===== config.mk =====
export PLATFORM = sky130hd
export DESIGN_NAME = uart_tx_queue
export DESIGN_NICKNAME = d
export VERILOG_FILES = /design/src/rtl/uart_tx_queue.sv
export SDC_FILE = /design/constraint.sdc
export NUM_CORES = 1
export LEC_CHECK = 0
export ABC_AREA = 1
export CAP_MARGIN = 5
export CORE_MARGIN = 3
export CORE_UTILIZATION = 60
export CTS_BUF_LIST = sky130_fd_sc_hd__clkbuf_4
export CTS_CLUSTER_DIAMETER = 40
export DETAILED_ROUTE_END_ITERATION = 10
export PLACE_DENSITY = 0.88
export SETUP_SLACK_MARGIN = 0.15
export SLEW_MARGIN = 10
export SYNTH_ARGS = -nofsm -noshare
export SYNTH_HDL_FRONTEND = slang
export SYNTH_SLANG_ARGS = --single-unit

===== constraint.sdc =====
create_clock -name clock -period 3.6 [get_ports clock]
set_input_delay 1.08 -clock clock [delete_from_list [all_inputs] [get_ports clock]]
set_output_delay 1.08 -clock clock [all_outputs]
set_load 0.05 [all_outputs]

===== src/rtl/uart_tx_queue.sv =====
// uart_tx_queue: byte FIFO feeding uart_tx through a launch sequencer.
// Game-side producers push bytes at any time. Bytes are launched one at a time,
// each after uart_tx has returned to idle, so nothing is skipped while the
// transmitter is busy.
module uart_tx_queue #(
  parameter int unsigned DEPTH        = 16,
  parameter int unsigned BUSY_TIMEOUT = 8
) (
  input  logic                     clock,
  input  logic                     reset,
  input  logic                     wr_en,
  input  logic [7:0]               wr_data,
  input  logic                     flush,
  input  logic                     clear_overflow,
  input  logic                     tx_busy,
  output logic                     tx_start,
  output logic [7:0]               tx_data,
  output logic                     full,
  output logic                     empty,
  output logic [$clog2(DEPTH):0]   level,
  output logic                     overflow,
  output logic [7:0]               drop_count
);

  localparam int unsigned AW = $clog2(DEPTH);
  localparam int unsigned LW = AW + 1;
  localparam int unsigned TW = $clog2(BUSY_TIMEOUT) + 1;

  typedef enum logic [1:0] {
    IDLE,
    WAIT_BUSY,
    WAIT_DONE
  } state_t;

  state_t          state;
  logic [TW-1:0]   timer;
  logic [7:0]      mem [DEPTH];
  logic [AW-1:0]   wr_ptr;
  logic [AW-1:0]   rd_ptr;
  logic [LW-1:0]   level_next;
  logic            pop;
  logic            push;
  logic            drop;

  // The head is popped in the same cycle that tx_start is raised.
  assign pop  = (state == IDLE) && !empty && !tx_busy;
  // A full queue still accepts a push when a pop frees a slot in the same cycle.
  // flush discards a simultaneous push without counting it as a drop.
  assign push = wr_en && !flush && (!full || pop);
  assign drop = wr_en && !flush && full && !pop;

  // Next occupancy, shared by level/full/empty so all three stay consistent.
  always_comb begin
    level_next = level;
    if (flush) begin
      level_next = '0;
    end else begin
      level_next = level + LW'(push) - LW'(pop);
    end
  end

  // Storage array; contents need no reset because the pointers define validity.
  always_ff @(posedge clock) begin
    if (push) begin
      mem[wr_ptr] <= wr_data;
    end
  end

  // Circular pointers and registered occupancy flags.
  always_ff @(posedge clock or posedge reset) begin
    if (reset) begin
      wr_ptr <= '0;
      rd_ptr <= '0;
      level  <= '0;
      full   <= 1'b0;
      empty  <= 1'b1;
    end else begin
      if (flush) begin
        wr_ptr <= '0;
        rd_ptr <= '0;
      end else begin
        if (push) begin
          wr_ptr <= wr_ptr + AW'(1);
        end
        if (pop) begin
          rd_ptr <= rd_ptr + AW'(1);
        end
      end
      level <= level_next;
      full  <= (level_next == LW'(DEPTH));
      empty <= (level_next == '0);
    end
  end

  // Sticky overflow and saturating drop counter; a drop beats a same-cycle clear.
  always_ff @(posedge clock or posedge reset) begin
    if (reset) begin
      overflow   <= 1'b0;
      drop_count <= 8'h00;
    end else if (drop) begin
      overflow <= 1'b1;
      if (clear_overflow) begin
        drop_count <= 8'h01;
      end else if (drop_count != 8'hFF) begin
        drop_count <= drop_count + 8'h01;
      end
    end else if (clear_overflow) begin
      overflow   <= 1'b0;
      drop_count <= 8'h00;
    end
  end

  // Launch sequencer: pop and pulse, wait for busy to rise (or time out), wait for busy to fall.
  always_ff @(posedge clock or posedge reset) begin
    if (reset) begin
      state    <= IDLE;
      timer    <= '0;
      tx_start <= 1'b0;
      tx_data  <= 8'h00;
    end else begin
      tx_start <= 1'b0;
      case (state)
        IDLE: begin
          if (pop) begin
            tx_data  <= mem[rd_ptr];
            tx_start <= 1'b1;
            timer    <= '0;
            state    <= WAIT_BUSY;
          end
        end
        WAIT_BUSY: begin
          if (tx_busy) begin
            state <= WAIT_DONE;
          end else if (timer == TW'(BUSY_TIMEOUT - 1)) begin
            state <= IDLE;
          end else begin
            timer <= timer + TW'(1);
          end
        end
        WAIT_DONE: begin
          if (!tx_busy) begin
            state <= IDLE;
          end
        end
        default: begin
          state <= IDLE;
        end
      endcase
    end
  end

endmodule


# Word-level counts from Yosys, hierarchy flattened
# Memories as Yosys holds them, arrays and structs flattened. A register that Yosys moved wholly into a read port is not among the register bits.
# Index checks and enable logic that the tools add are counted.
# word_totals
reg_bits,31
latch_bits,0
ram_bits,128
romBits,0
inputBits,14
word_cells,74
n_memories,1
# memory_table
name,words,word_bits,read_ports,rd_ports_with_merged_regs,wr,line,source
mem,16,8,1,1,1,37,logic [7:0] mem [DEPTH];
# op_classes
n_addsub,6
multipliers,0
n_div,0
magnitude_cmp,0
n_eq_ne,10
shift,0
n_mux,24
bitwise_logic,0
n_reduce_logical,23
# ops
operator,count
8-bit two-way mux,4
4-bit two-way mux,7
4-bit by 1-bit adder with 4-bit output (second input constant),3
2-bit nonzero test,5
8-bit by 1-bit adder with 8-bit output (second input constant),1
2-bit two-way mux,4
2-bit inequality test (second input constant),4
8-bit inequality test (second input constant),1
4-bit case mux with 2 select lines,1
1-bit logical AND,6
1-bit two-way mux,6
2-bit case mux with 3 select lines,1
5-bit by 1-bit adder with 5-bit output,1
5-bit == test (second input constant),1
1-bit logical NOT,5
5-bit logical NOT,1
5-bit two-way mux,1
5-bit by 1-bit subtractor with 5-bit output,1
4-bit by 3-bit == test with 1-bit output (second input constant),1
2-bit AND reduction,2
4-bit AND reduction,1
3-bit inequality test (second input constant),1
3-bit AND reduction,1
2-bit by 1-bit == test with 1-bit output (second input constant),1
other kinds (3),3

# Depth between registers and ports, before layout
# Gate-level depths: netlist (run 1).
# depth
word_depth,9
mapped_depth,15

# Worst setup path before layout (run 1)
# No wires, ideal clock.
# synth_timing
path_type,in2reg
start,input tx_busy
end,register empty
setup_ns,0.067
arrival_ns,3.023
path_slack_ns,0.509
cell_stages,15
path_cell_list,inv_1 > nand3_2 > clkbuf_1 > inv_1 > ha_1 > inv_1 > ha_1 > fa_1 > nand2_1 > nand2_1 > a21oi_1 > inv_1 > o21ai_0 > nor2_1 > nor2_1
# synth_via
elab_chain_len,8
# synth_lines
element,line,source
"start, declared",15,"input logic tx_busy,"
1-bit logical NOT (*),--,
1-bit logical AND (*),46,assign pop = (state == IDLE) && !empty && !tx_busy;
1-bit logical OR,49,assign push = wr_en && !flush && (!full || pop);
1-bit logical AND,49,
5-bit by 1-bit adder with 5-bit output,58,level_next = level + LW'(push) - LW'(pop);
5-bit by 1-bit subtractor with 5-bit output (*),58,
5-bit two-way mux (*),55,if (flush) begin
net level_next[4],40,logic [LW-1:0] level_next;
5-bit logical NOT (*),91,empty <= (level_next == '0);
"end signal, assigned",91,
"end, declared",19,"output logic empty,"
# The timed path passes the listed nets; every way through them passes the cells marked *.
# A chain may end at the register's enable or synchronous reset.

# Worst setup path in the final report (run 1)
# Same ends and word-level chain as after synthesis.

==> results of run 1 <==
-- through the flow --
step,utilization,instances,hold slack (ns),cell area [µm²]
3_3_place_gp,0.6701,979,0.4641,8149
5_1_grt,0.6940,1011,0.5380,8441
3_5_place_dp,0.6701,979,0.4794,8149
2_1_floorplan,-,776,0.4589,7533
4_1_cts,0.6940,1011,0.5092,8441
6_report,0.6940,1011,0.5051,8441
-- registers in the layout, indices dropped and copies added, names as in the netlist --
register and flops:
state 2, wr_ptr 4, mem 128, level 5, timer 4, empty 1
full 1, tx_data 8, overflow 1, tx_start 1, drop_count 8, rd_ptr 4
-- final cells by class --
cell class	instances	area (µm²)
sequential	167	4822
clock inverter	15	163.9
tap	168	210.2
clock buffer	17	127.6
inverter	136	510.5
multi-input combinational	446	2046
fill	825	3721
timing repair buffer	62	560.5
-- report_power, final --
group / internal (W) / switching (W) / leakage (nW) / total [W]
Clock: 0.000430 / 0.000675 / 0.160 / 0.00110
Sequential: 0.00222 / 0.000101 / 1.67 / 0.00232
Combinational: 0.000468 / 0.00108 / 1.98 / 0.00155
Total: 0.00312 / 0.00186 / 3.81 / 0.00497
-- per-layer routing --
metal,part of all wire,up-vias
met2,0.51,234
met4,0.025,0
met3,0.078,35
met1,0.39,2548
li1,-,2594
met5,0,-
-- worst max-delay path by stage --
stage / from / end / slack, ns / cells past startpoint
finish: tx_busy / empty$_DFF_PP1_ / 0.48 / 16
global route: tx_busy / empty$_DFF_PP1_ / 0.35 / 16
CTS: empty$_DFF_PP1_ / empty / 0.53 / 1
detailed placement: tx_busy / empty$_DFF_PP1_ / -0.03 / 16
global placement: tx_busy / empty$_DFF_PP1_ / 0.14 / 16
floorplan: tx_busy / empty$_DFF_PP1_ / 0.51 / 15
-- cells by family (layout without fill, tap and decap cells) --
group,Yosys count,in the layout,share of synthesized area
adder cells (fa/ha/maj),13,13,0.02259
buffers and inverters,163,230,0.08852
AND/OR/NAND/NOR,404,404,0.2275
XOR/XNOR,2,2,0.002326
flip-flops,167,167,0.6399
AO/OA/AOI/OAI,27,27,0.01910
-- cells in the mapped netlist (4+ instances only) --
master    number
a21oi_1        8
buf_2         14
buf_4          8
clkbuf_1       4
dfrtp_1       38
edfxtp_1     128
ha_1          12
inv_1        130
inv_2          4
nand2_1      241
nand2_2        4
nand3_1      110
nor2_1        33
nor3_1         5
o21ai_0       10
o21ai_1        6
-- critical path, cell delays in order --
cell             delay, ns
clkdlybuf4s50_1       0.44
inv_1                 0.08
nand3_2               0.14
nand2_1               0.11
nand2_2               0.06
ha_1                  0.27
inv_1                 0.05
ha_1                  0.21
fa_1                  0.42
nand2_1               0.09
nand2_1               0.05
a21oi_1               0.18
inv_1                 0.07
o21ai_0               0.18
nor2_1                0.09
nor2_1                0.10
==> results.json, run 1 <==
{
  "r2r_start": "state[0]$_DFFE_PP0P_",
  "synth-edff-count": 128,
  "ir_drop_mv": 0.5276,
  "reg2reg_depth": 15,
  "gp_congestion": 0.8557,
  "rsz0062_at_grt": "false",
  "avgRoutedWirePerCell_um": 16.01,
  "fmax_mhz": 320.2,
  "cp-end-kind": "flip-flop",
  "final_common_cell": "nand2_1",
  "yosys_warnings": 0,
  "grt_pass1_wl_um": 26060,
  "clk_latency_ns": 0.55,
  "portBuffers": 38,
  "grt_usage": 0.2434,
  "crit_required_ns": 4.11,
  "gr-total-overflow": 0,
  "power_w": 0.004971,
  "setup_ws_ns": 0.4765,
  "use_met1": 0.2949,
  "antenna_found_initial": 0,
  "synth_top_cell_area_share": 0.5102,
  "cts_setup_buffers": 0,
  "use_met3": 0.06439,
  "cts_hold_buffers": 0,
  "cts.repair.resized": 0,
  "synthCells": 776,
  "rows": 40,
  "finalHoldViolCount": 0,
  "die_w_um": 118.1,
  "crit_type": "in -> reg",
  "tns_ns": 0,
  "grt_util_met2": 0.4100,
  "pin_count": 39,
  "powerDensity_nw_per_um2": 589.0,
  "cap_violations": 0,
  "vias": 5411,
  "layout_min_cycle_time_ns": 3.123,
  "initial_core_util": 0.6194,
  "leakage_nw": 3.810,
  "netlist-cell-type-count": 32,
  "clk_pin_slew_ns": 0.15,
  "clock_sinks": 167,
  "grt_pass1_vias": 5308,
  "slew_viol_final": 0,
  "grt.busiest_layer": "met2",
  "syn_avg_cell_area_um2": 9.708,
  "setup_violations": 0,
  "ys_async_sr_fraction": 0.2335,
  "grt_max_degree": 67,
  "hold_depth": 2,
  "fp.coreArea_um2": 12160,
  "max_slew_margin": 0.2281,
  "clk_path_buf_depth": 2,
  "synth_top_flop_cell": "edfxtp_1",
  "dp_slack_ns": -0.02664,
  "yosysTopAreaCell": "edfxtp_1",
  "rrSetupSlack_ns": 0.95,
  "synth-seq-cells": 167,
  "worst_clock_skew_ns": 0.02317,
  "syn-num-nets": 803,
  "postRouteWirelength_um": 16190,
  "first_pass_iters": 5,
  "hold_path_end": "overflow$_DFFE_PP0P_",
  "die_h_um": 118.1,
  "drc": 0,
  "final_net_count": 857,
  "dieArea_um2": 13940,
  "synth_area_leaders": "edfxtp_1 (51%), dfrtp_1 (13%), nand2_1 (12%), nand3_1 (7.3%), inv_1 (6.5%)",
  "drt-initial-drc-count": 541,
  "cts_tree": "yes",
  "syn-cell-area_um2": 7533,
  "drive_gt1_frac": 0.08304,
  "htreeDepth": 4,
  "status": "complete, no violations",
  "dp_hpwl_um": 10390,
  "area_growth_pct": 12.04,
  "detail-route-antenna-nets": 0,
  "period_share": 0.8676,
  "n_antenna_cell": 0,
  "r2r_end": "empty$_DFF_PP1_",
  "hp-start": "overflow$_DFFE_PP0P_",
  "avgViaCountPerCell": 5.352,
  "worstSetupStartpointType": "input port",
  "final_cell_mix": "nand2_1 (241), inv_1 (130), edfxtp_1 (128)",
  "crit_arrival_ns": 3.63,
  "crit_fanout": 4,
  "cts_root_buffer": "clkbuf_4",
  "hp-class": "reg -> reg",
  "synth_seq_area_share": 0.6399,
  "numCtsBuffers": 17,
  "worst_slew_pin_slew_ns": 1.158
}
No activity file was read; power rests on OpenSTA's default activity.
==> inputs of run 2 (changes only) <==
- ABC_AREA: 1 -> not set
- CTS_CLUSTER_SIZE: not set -> 20
==> run 2 against run 1 <==
Non-clock buffer count fell by 1. Cell area decreased by 6.5%. Largest cell class unchanged. Clock-buffer cell count is 1 higher. Hold slack improved by 0.00069 ns. Global-route usage decreased by 1.6 points. Final cell count down 39%. Sequential power grew 3%. Clock power is essentially flat. Area after synthesis down 8.2%. Critical endpoint is now full$_DFF_PP0_. Sequential share of layout area grew 4.0 points. Worst setup slack worse by 0.12 ns.
==> results.json, run 2 <==
{
  "status": "complete, no violations",
  "avgRoutedWirePerCell_um": 21.43,
  "synth-edff-count": 128,
  "cts_hold_buffers": 0,
  "cp-end-kind": "flip-flop",
  "final_util": 0.7154,
  "htreeDepth": 4,
  "rows": 38,
  "hp-class": "reg -> reg",
  "gp_congestion": 0.8032,
  "vias": 3771,
  "ys_async_sr_fraction": 0.2335,
  "grt_usage": 0.2274,
  "dp_slack_ns": -0.1999,
  "cts_setup_buffers": 0,
  "synth-seq-cells": 167,
  "numCtsBuffers": 17,
  "ir_drop_mv": 0.3263,
  "largest_register_ffs": 128,
  "crit_fanout": 3,
  "rsz0062_at_grt": "false",
  "netlist-cell-type-count": 47,
  "portBuffers": 38,
  "yosys-top-cells-count": "edfxtp_1 (128), dfrtp_1 (38), mux4_2 (30)",
  "initial_core_util": 0.6269,
  "clk_latency_ns": 0.54,
  "rrSetupSlack_ns": 0.75,
  "worst_slew_pin_slew_ns": 0.9346,
  "worst_clock_skew_ns": 0.02360,
  "cts.repair.resized": 0,
  "switching_power_w": 0.001593,
  "antenna_found_initial": 1,
  "crit_type": "in -> reg",
  "dp_hpwl_um": 8781,
  "p_seq_frac": 0.492,
  "postRouteWirelength_um": 13310,
  "setup_ws_ns": 0.3550,
  "area_growth_pct": 14.11,
  "crit_arrival_ns": 3.69,
  "clk_path_buf_depth": 2,
  "slew_viol_final": 0,
  "final_cell_mix": "edfxtp_1 (128), clkdlybuf4s50_1 (38), dfrtp_1 (37)",
  "syn_avg_cell_area_um2": 17.16,
  "top_register": "mem",
  "leakage_nw": 2.773,
  "syn-cell-area_um2": 6915,
  "grt_max_degree": 40,
  "worstSetupStartpointType": "input port",
  "gr-total-overflow": 0,
  "cts_root_buffer": "clkbuf_4",
  "synth_seq_area_share": 0.6971,
  "drive_gt1_frac": 0.2188,
  "syn-num-nets": 430,
  "hold_ws_ns": 0.5057,
  "fp.coreArea_um2": 11030,
  "synth_top_flop_cell": "edfxtp_1",
  "max_slew_margin": 0.3769,
  "die_h_um": 113.4,
  "clk_pin_slew_ns": 0.13,
  "cts_tree": "yes",
  "grt_pass1_vias": 3977,
  "yosys_warnings": 0,
  "fmax_mhz": 308.2,
  "clkPwrFrac": 0.219,
  "die_w_um": 113.4,
  "pin_count": 39,
  "internal_power_w": 0.003278,
  "drc": 0,
  "avgViaCountPerCell": 6.072,
  "synth_top_cell_area_share": 0.5558,
  "detail-route-antenna-nets": 0,
  "clock_sinks": 167,
  "reg_top3": "mem (128), drop_count (8), tx_data (8)",
  "synth_area_leaders": "edfxtp_1 (56%), dfrtp_1 (14%), mux4_2 (9.8%), mux2i_1 (2.8%), ha_1 (2.2%)",
  "yosysTopAreaCell": "edfxtp_1",
  "cap_violations": 0,
  "final_net_count": 494,
  "period_share": 0.9014,
  "finalHoldViolCount": 0,
  "synthCells": 403,
  "grt_pass1_wl_um": 21600,
  "swShare": 0.3270,
  "dieArea_um2": 12850,
  "drt-initial-drc-count": 430,
  "setup_violations": 0,
  "yosysMostFrequentCell": "edfxtp_1",
  "powerDensity_nw_per_um2": 617.3,
  "final_common_cell": "edfxtp_1",
  "first_pass_iters": 5,
  "p_comb_frac": 0.289,
  "layout_min_cycle_time_ns": 3.245,
  "crit_required_ns": 4.04
}
run 2: cell count changes in the layout (fill, tap and decap cells not counted), moves of 14 or more:
cell	change
nand2_1	-229
inv_1	-118
and2_1	+14
nor2_1	-16
mux4_2	+30
mux2i_1	+19
nand3_1	-102
run 2: cell families after synthesis:
| kind of cell | count (synthesis) | synth area share |
|---|---|---|
| flops | 167 | 0.6971 |
| simple gates | 88 | 0.07291 |
| mux | 53 | 0.1317 |
| compound gates | 38 | 0.03872 |
| buf+inv | 31 | 0.01845 |
| xor+xnor | 13 | 0.01646 |
| fa+ha+maj | 13 | 0.02461 |
run 2: power groups by stage:
stage	clock network, W	registers, W	logic, W
after CTS	0.00109	0.00240	0.00141
after global routing	0.00118	0.00243	0.00151
after floorplan	0	0.00264	0.000755
after detailed placement	0	0.00244	0.00141
after global placement	0	0.00243	0.00135
final	0.00107	0.00239	0.00141
run 2: per-stage QoR:
step           std cells  cell area (µm²)  TNS (ns)  power (W)
3_3_place_gp         588             7609   -0.2728   0.003789
6_report             621             7891         0   0.004871
3_5_place_dp         588             7609   -0.4379   0.003847
5_1_grt              621             7891         0   0.005115
2_1_floorplan        403             6957         0   0.003392
4_1_cts              620             7889         0   0.004900
run 2: worst max-delay path, cell delays in order:
cell and delay (ns):
clkdlybuf4s50_1 0.42, or4_4 0.45, a21oi_4 0.15, inv_2 0.07, ha_4 0.26, inv_2 0.04, ha_4 0.15, fa_2 0.36
a21o_1 0.19, a21oi_2 0.13, xnor2_1 0.11, nor4bb_1 0.27
run 2: worst paths after layout:
kind | cells after the start | endpoint | from
max | 12 | full$_DFF_PP0_ | tx_busy
min | 1 | tx_data[5]$_DFFE_PP0P_ | tx_data[5]$_DFFE_PP0P_
max reg2reg | 11 | full$_DFF_PP0_ | state[0]$_DFFE_PP0P_
min reg2reg | 1 | tx_data[5]$_DFFE_PP0P_ | tx_data[5]$_DFFE_PP0P_
max in group asynchronous | 3 | rd_ptr[0]$_DFFE_PP0P_ | reset
min in group asynchronous | 3 | tx_data[6]$_DFFE_PP0P_ | reset
run 2: cell type report:
type | count | area [µm²]
timing repair buffer | 61 | 553.0
clock buffer | 18 | 135.1
fill | 678 | 3139
multi-input combinational | 205 | 2002
tap | 140 | 175.2
antenna | 1 | 2.502
inverter | 15 | 56.30
clock inverter | 14 | 145.1
sequential | 167 | 4822
run 2: per-layer routing:
metal / part of all wire / vias up / global-route usage
li1: - / 1691 / -
met1: 0.40 / 1918 / 0.3031
met2: 0.53 / 137 / 0.3768
met3: 0.060 / 25 / 0.04706
met4: 0.017 / 0 / 0.08253
met5: 0 / - / 0
==> inputs of run 3 (changes only) <==
- CAP_MARGIN: 5 -> 20
- CELL_PAD_IN_SITES_DETAIL_PLACEMENT: not set -> 2
- CELL_PAD_IN_SITES_GLOBAL_PLACEMENT: not set -> 2
- CORE_ASPECT_RATIO: not set -> 1.75
- CORE_UTILIZATION: 60 -> 47
- PLACE_DENSITY: 0.88 -> 0.9
==> run 3 against run 2 <==
Highest routed layer unchanged. Maximum frequency grew 3.2%. Clock-buffer cell count is the same. Critical path depth is the same. Worst setup slack gained 0.10 ns. Combinational power grew 8%. Die area grew 27%. Non-clock buffer count grew 1. Clock power grew 7%. Register-to-register slack lost 0.18 ns. Critical path type unchanged.
==> results.json, run 3 (synthesis gave the netlist of run 2 again) <==
{
  "status": "complete, no violations",
  "final_net_count": 495,
  "grt_pass1_vias": 4502,
  "avgViaCountPerCell": 5.837,
  "grt.busiest_layer": "met2",
  "max_slew_margin": 0.3540,
  "dieArea_um2": 16260,
  "drive_gt1_frac": 0.2245,
  "grt_usage": 0.2392,
  "powerDensity_nw_per_um2": 637.0,
  "grt_util_met2": 0.4353,
  "setup_ws_ns": 0.4564,
  "grt_max_degree": 37,
  "gr-total-overflow": 0,
  "cp-end-kind": "flip-flop",
  "worst_clock_skew_ns": 0.02126,
  "first_pass_iters": 4,
  "setup_violations": 0,
  "p_seq_frac": 0.475,
  "crit_arrival_ns": 3.59,
  "portBuffers": 38,
  "die_h_um": 166.5,
  "fp.coreArea_um2": 14370,
  "avgRoutedWirePerCell_um": 27.68,
  "ir_drop_mv": 0.6468,
  "postRouteWirelength_um": 18320,
  "use_met3": 0.03730,
  "clock_sinks": 167,
  "htreeDepth": 4,
  "antenna_found_initial": 1,
  "layout_min_cycle_time_ns": 3.144,
  "crit_type": "in -> reg",
  "rsz0062_at_grt": "false",
  "clk_pin_slew_ns": 0.15,
  "initial_core_util": 0.4813,
  "cts_tree": "yes",
  "grt_pass1_wl_um": 28590,
  "leakage_nw": 2.796,
  "cap_violations": 0,
  "numCtsBuffers": 17,
  "pin_count": 39,
  "worst_slew_pin_slew_ns": 0.9689,
  "final_common_cell": "edfxtp_1",
  "drc": 0,
  "clkPwrFrac": 0.225,
  "detail-route-antenna-nets": 0,
  "dp_slack_ns": -0.3981,
  "swShare": 0.3477,
  "area_growth_pct": 15.25,
  "clk_latency_ns": 0.55,
  "crit_required_ns": 4.05,
  "cts_hold_buffers": 0,
  "final_cell_mix": "edfxtp_1 (128), dfrtp_1 (37), clkdlybuf4s50_1 (37)",
  "cts_root_buffer": "clkbuf_4",
  "p_comb_frac": 0.300,
  "use_met1": 0.2860,
  "clk_path_buf_depth": 2,
  "fmax_mhz": 318.1,
  "power_w": 0.005077,
  "dp_hpwl_um": 12830,
  "internal_power_w": 0.003311,
  "top_register": "mem",
  "crit_fanout": 4,
  "gp_congestion": 0.7439,
  "largest_register_ffs": 128,
  "vias": 3864,
  "slew_viol_final": 0,
  "drt-initial-drc-count": 237,
  "die_w_um": 97.70,
  "reg_top3": "mem (128), drop_count (8), tx_data (8)",
  "worstSetupStartpointType": "input port",
  "rows": 58,
  "finalHoldViolCount": 0,
  "switching_power_w": 0.001765,
  "hp-class": "reg -> reg",
  "period_share": 0.8732
}
## run 3: repair_timing
action | in CTS | in global routing
gates resized for setup | 1 | 1
setup endpoints to repair | 1 | 1
pin swaps | 1 | 1
setup buffers | 0 | 0
## run 3: area by class of cell
class | count | area (µm²)
Clock inverter | 14 | 160.2
Antenna cell | 1 | 2.502
Inverter | 15 | 56.30
Fill cell | 1281 | 6399
Sequential cell | 167 | 4822
Timing Repair Buffer | 62 | 566.8
Multi-Input combinational cell | 205 | 2002
Tap cell | 180 | 225.2
Clock buffer | 18 | 135.1
## run 3: layer usage
metal	wire (µm)	part of all wire
met1	7030	0.38
met2	10400	0.57
met3	503	0.027
met4	390	0.021
met5	0	0
## run 3: final timing paths
path	start	endpoint	slack [ns]	depth (start not counted)
max in group asynchronous	reset	rd_ptr[0]$_DFFE_PP0P_	2.43	3
setup / recovery	tx_busy	full$_DFF_PP0_	0.46	12
setup reg to reg	state[0]$_DFFE_PP0P_	full$_DFF_PP0_	0.57	11
hold / removal	tx_data[2]$_DFFE_PP0P_	tx_data[2]$_DFFE_PP0P_	0.51	1
hold reg to reg	tx_data[2]$_DFFE_PP0P_	tx_data[2]$_DFFE_PP0P_	0.51	1
min in group asynchronous	reset	timer[1]$_DFFE_PP0P_	0.86	3
## run 3: stage by stage
| stage | hold slack (ns) | setup TNS [ns] | utilization | cell area (µm²) | cells |
|---|---|---|---|---|---|
| 2_1_floorplan | 0.4710 | 0 | - | 6957 | 403 |
| 3_3_place_gp | 0.4731 | -0.5956 | 0.5335 | 7666 | 629 |
| 3_5_place_dp | 0.4780 | -1.258 | 0.5335 | 7666 | 629 |
| 4_1_cts | 0.5108 | 0 | 0.5543 | 7965 | 661 |
| 5_1_grt | 0.5302 | 0 | 0.5547 | 7970 | 662 |
| 6_report | 0.5131 | 0 | 0.5547 | 7970 | 662 |
## run 3: critical path, stage by stage
cell and delay (ns):
dlymetal6s2s_1 0.18, or4_4 0.47, a21oi_4 0.16, inv_2 0.07, ha_4 0.26, inv_2 0.04
ha_4 0.16, fa_2 0.38, a21o_1 0.21, a21oi_2 0.13, xnor2_1 0.11, nor4bb_1 0.32
## run 3: power groups by stage
stage                     sequential (W)  combinational [W]  clock [W]
final                            0.00241            0.00152    0.00114
after detailed placement         0.00246            0.00150          0
after global placement           0.00244            0.00137          0
after floorplan                  0.00264           0.000755          0
after CTS                        0.00242            0.00154    0.00117
after global routing             0.00244            0.00162    0.00125
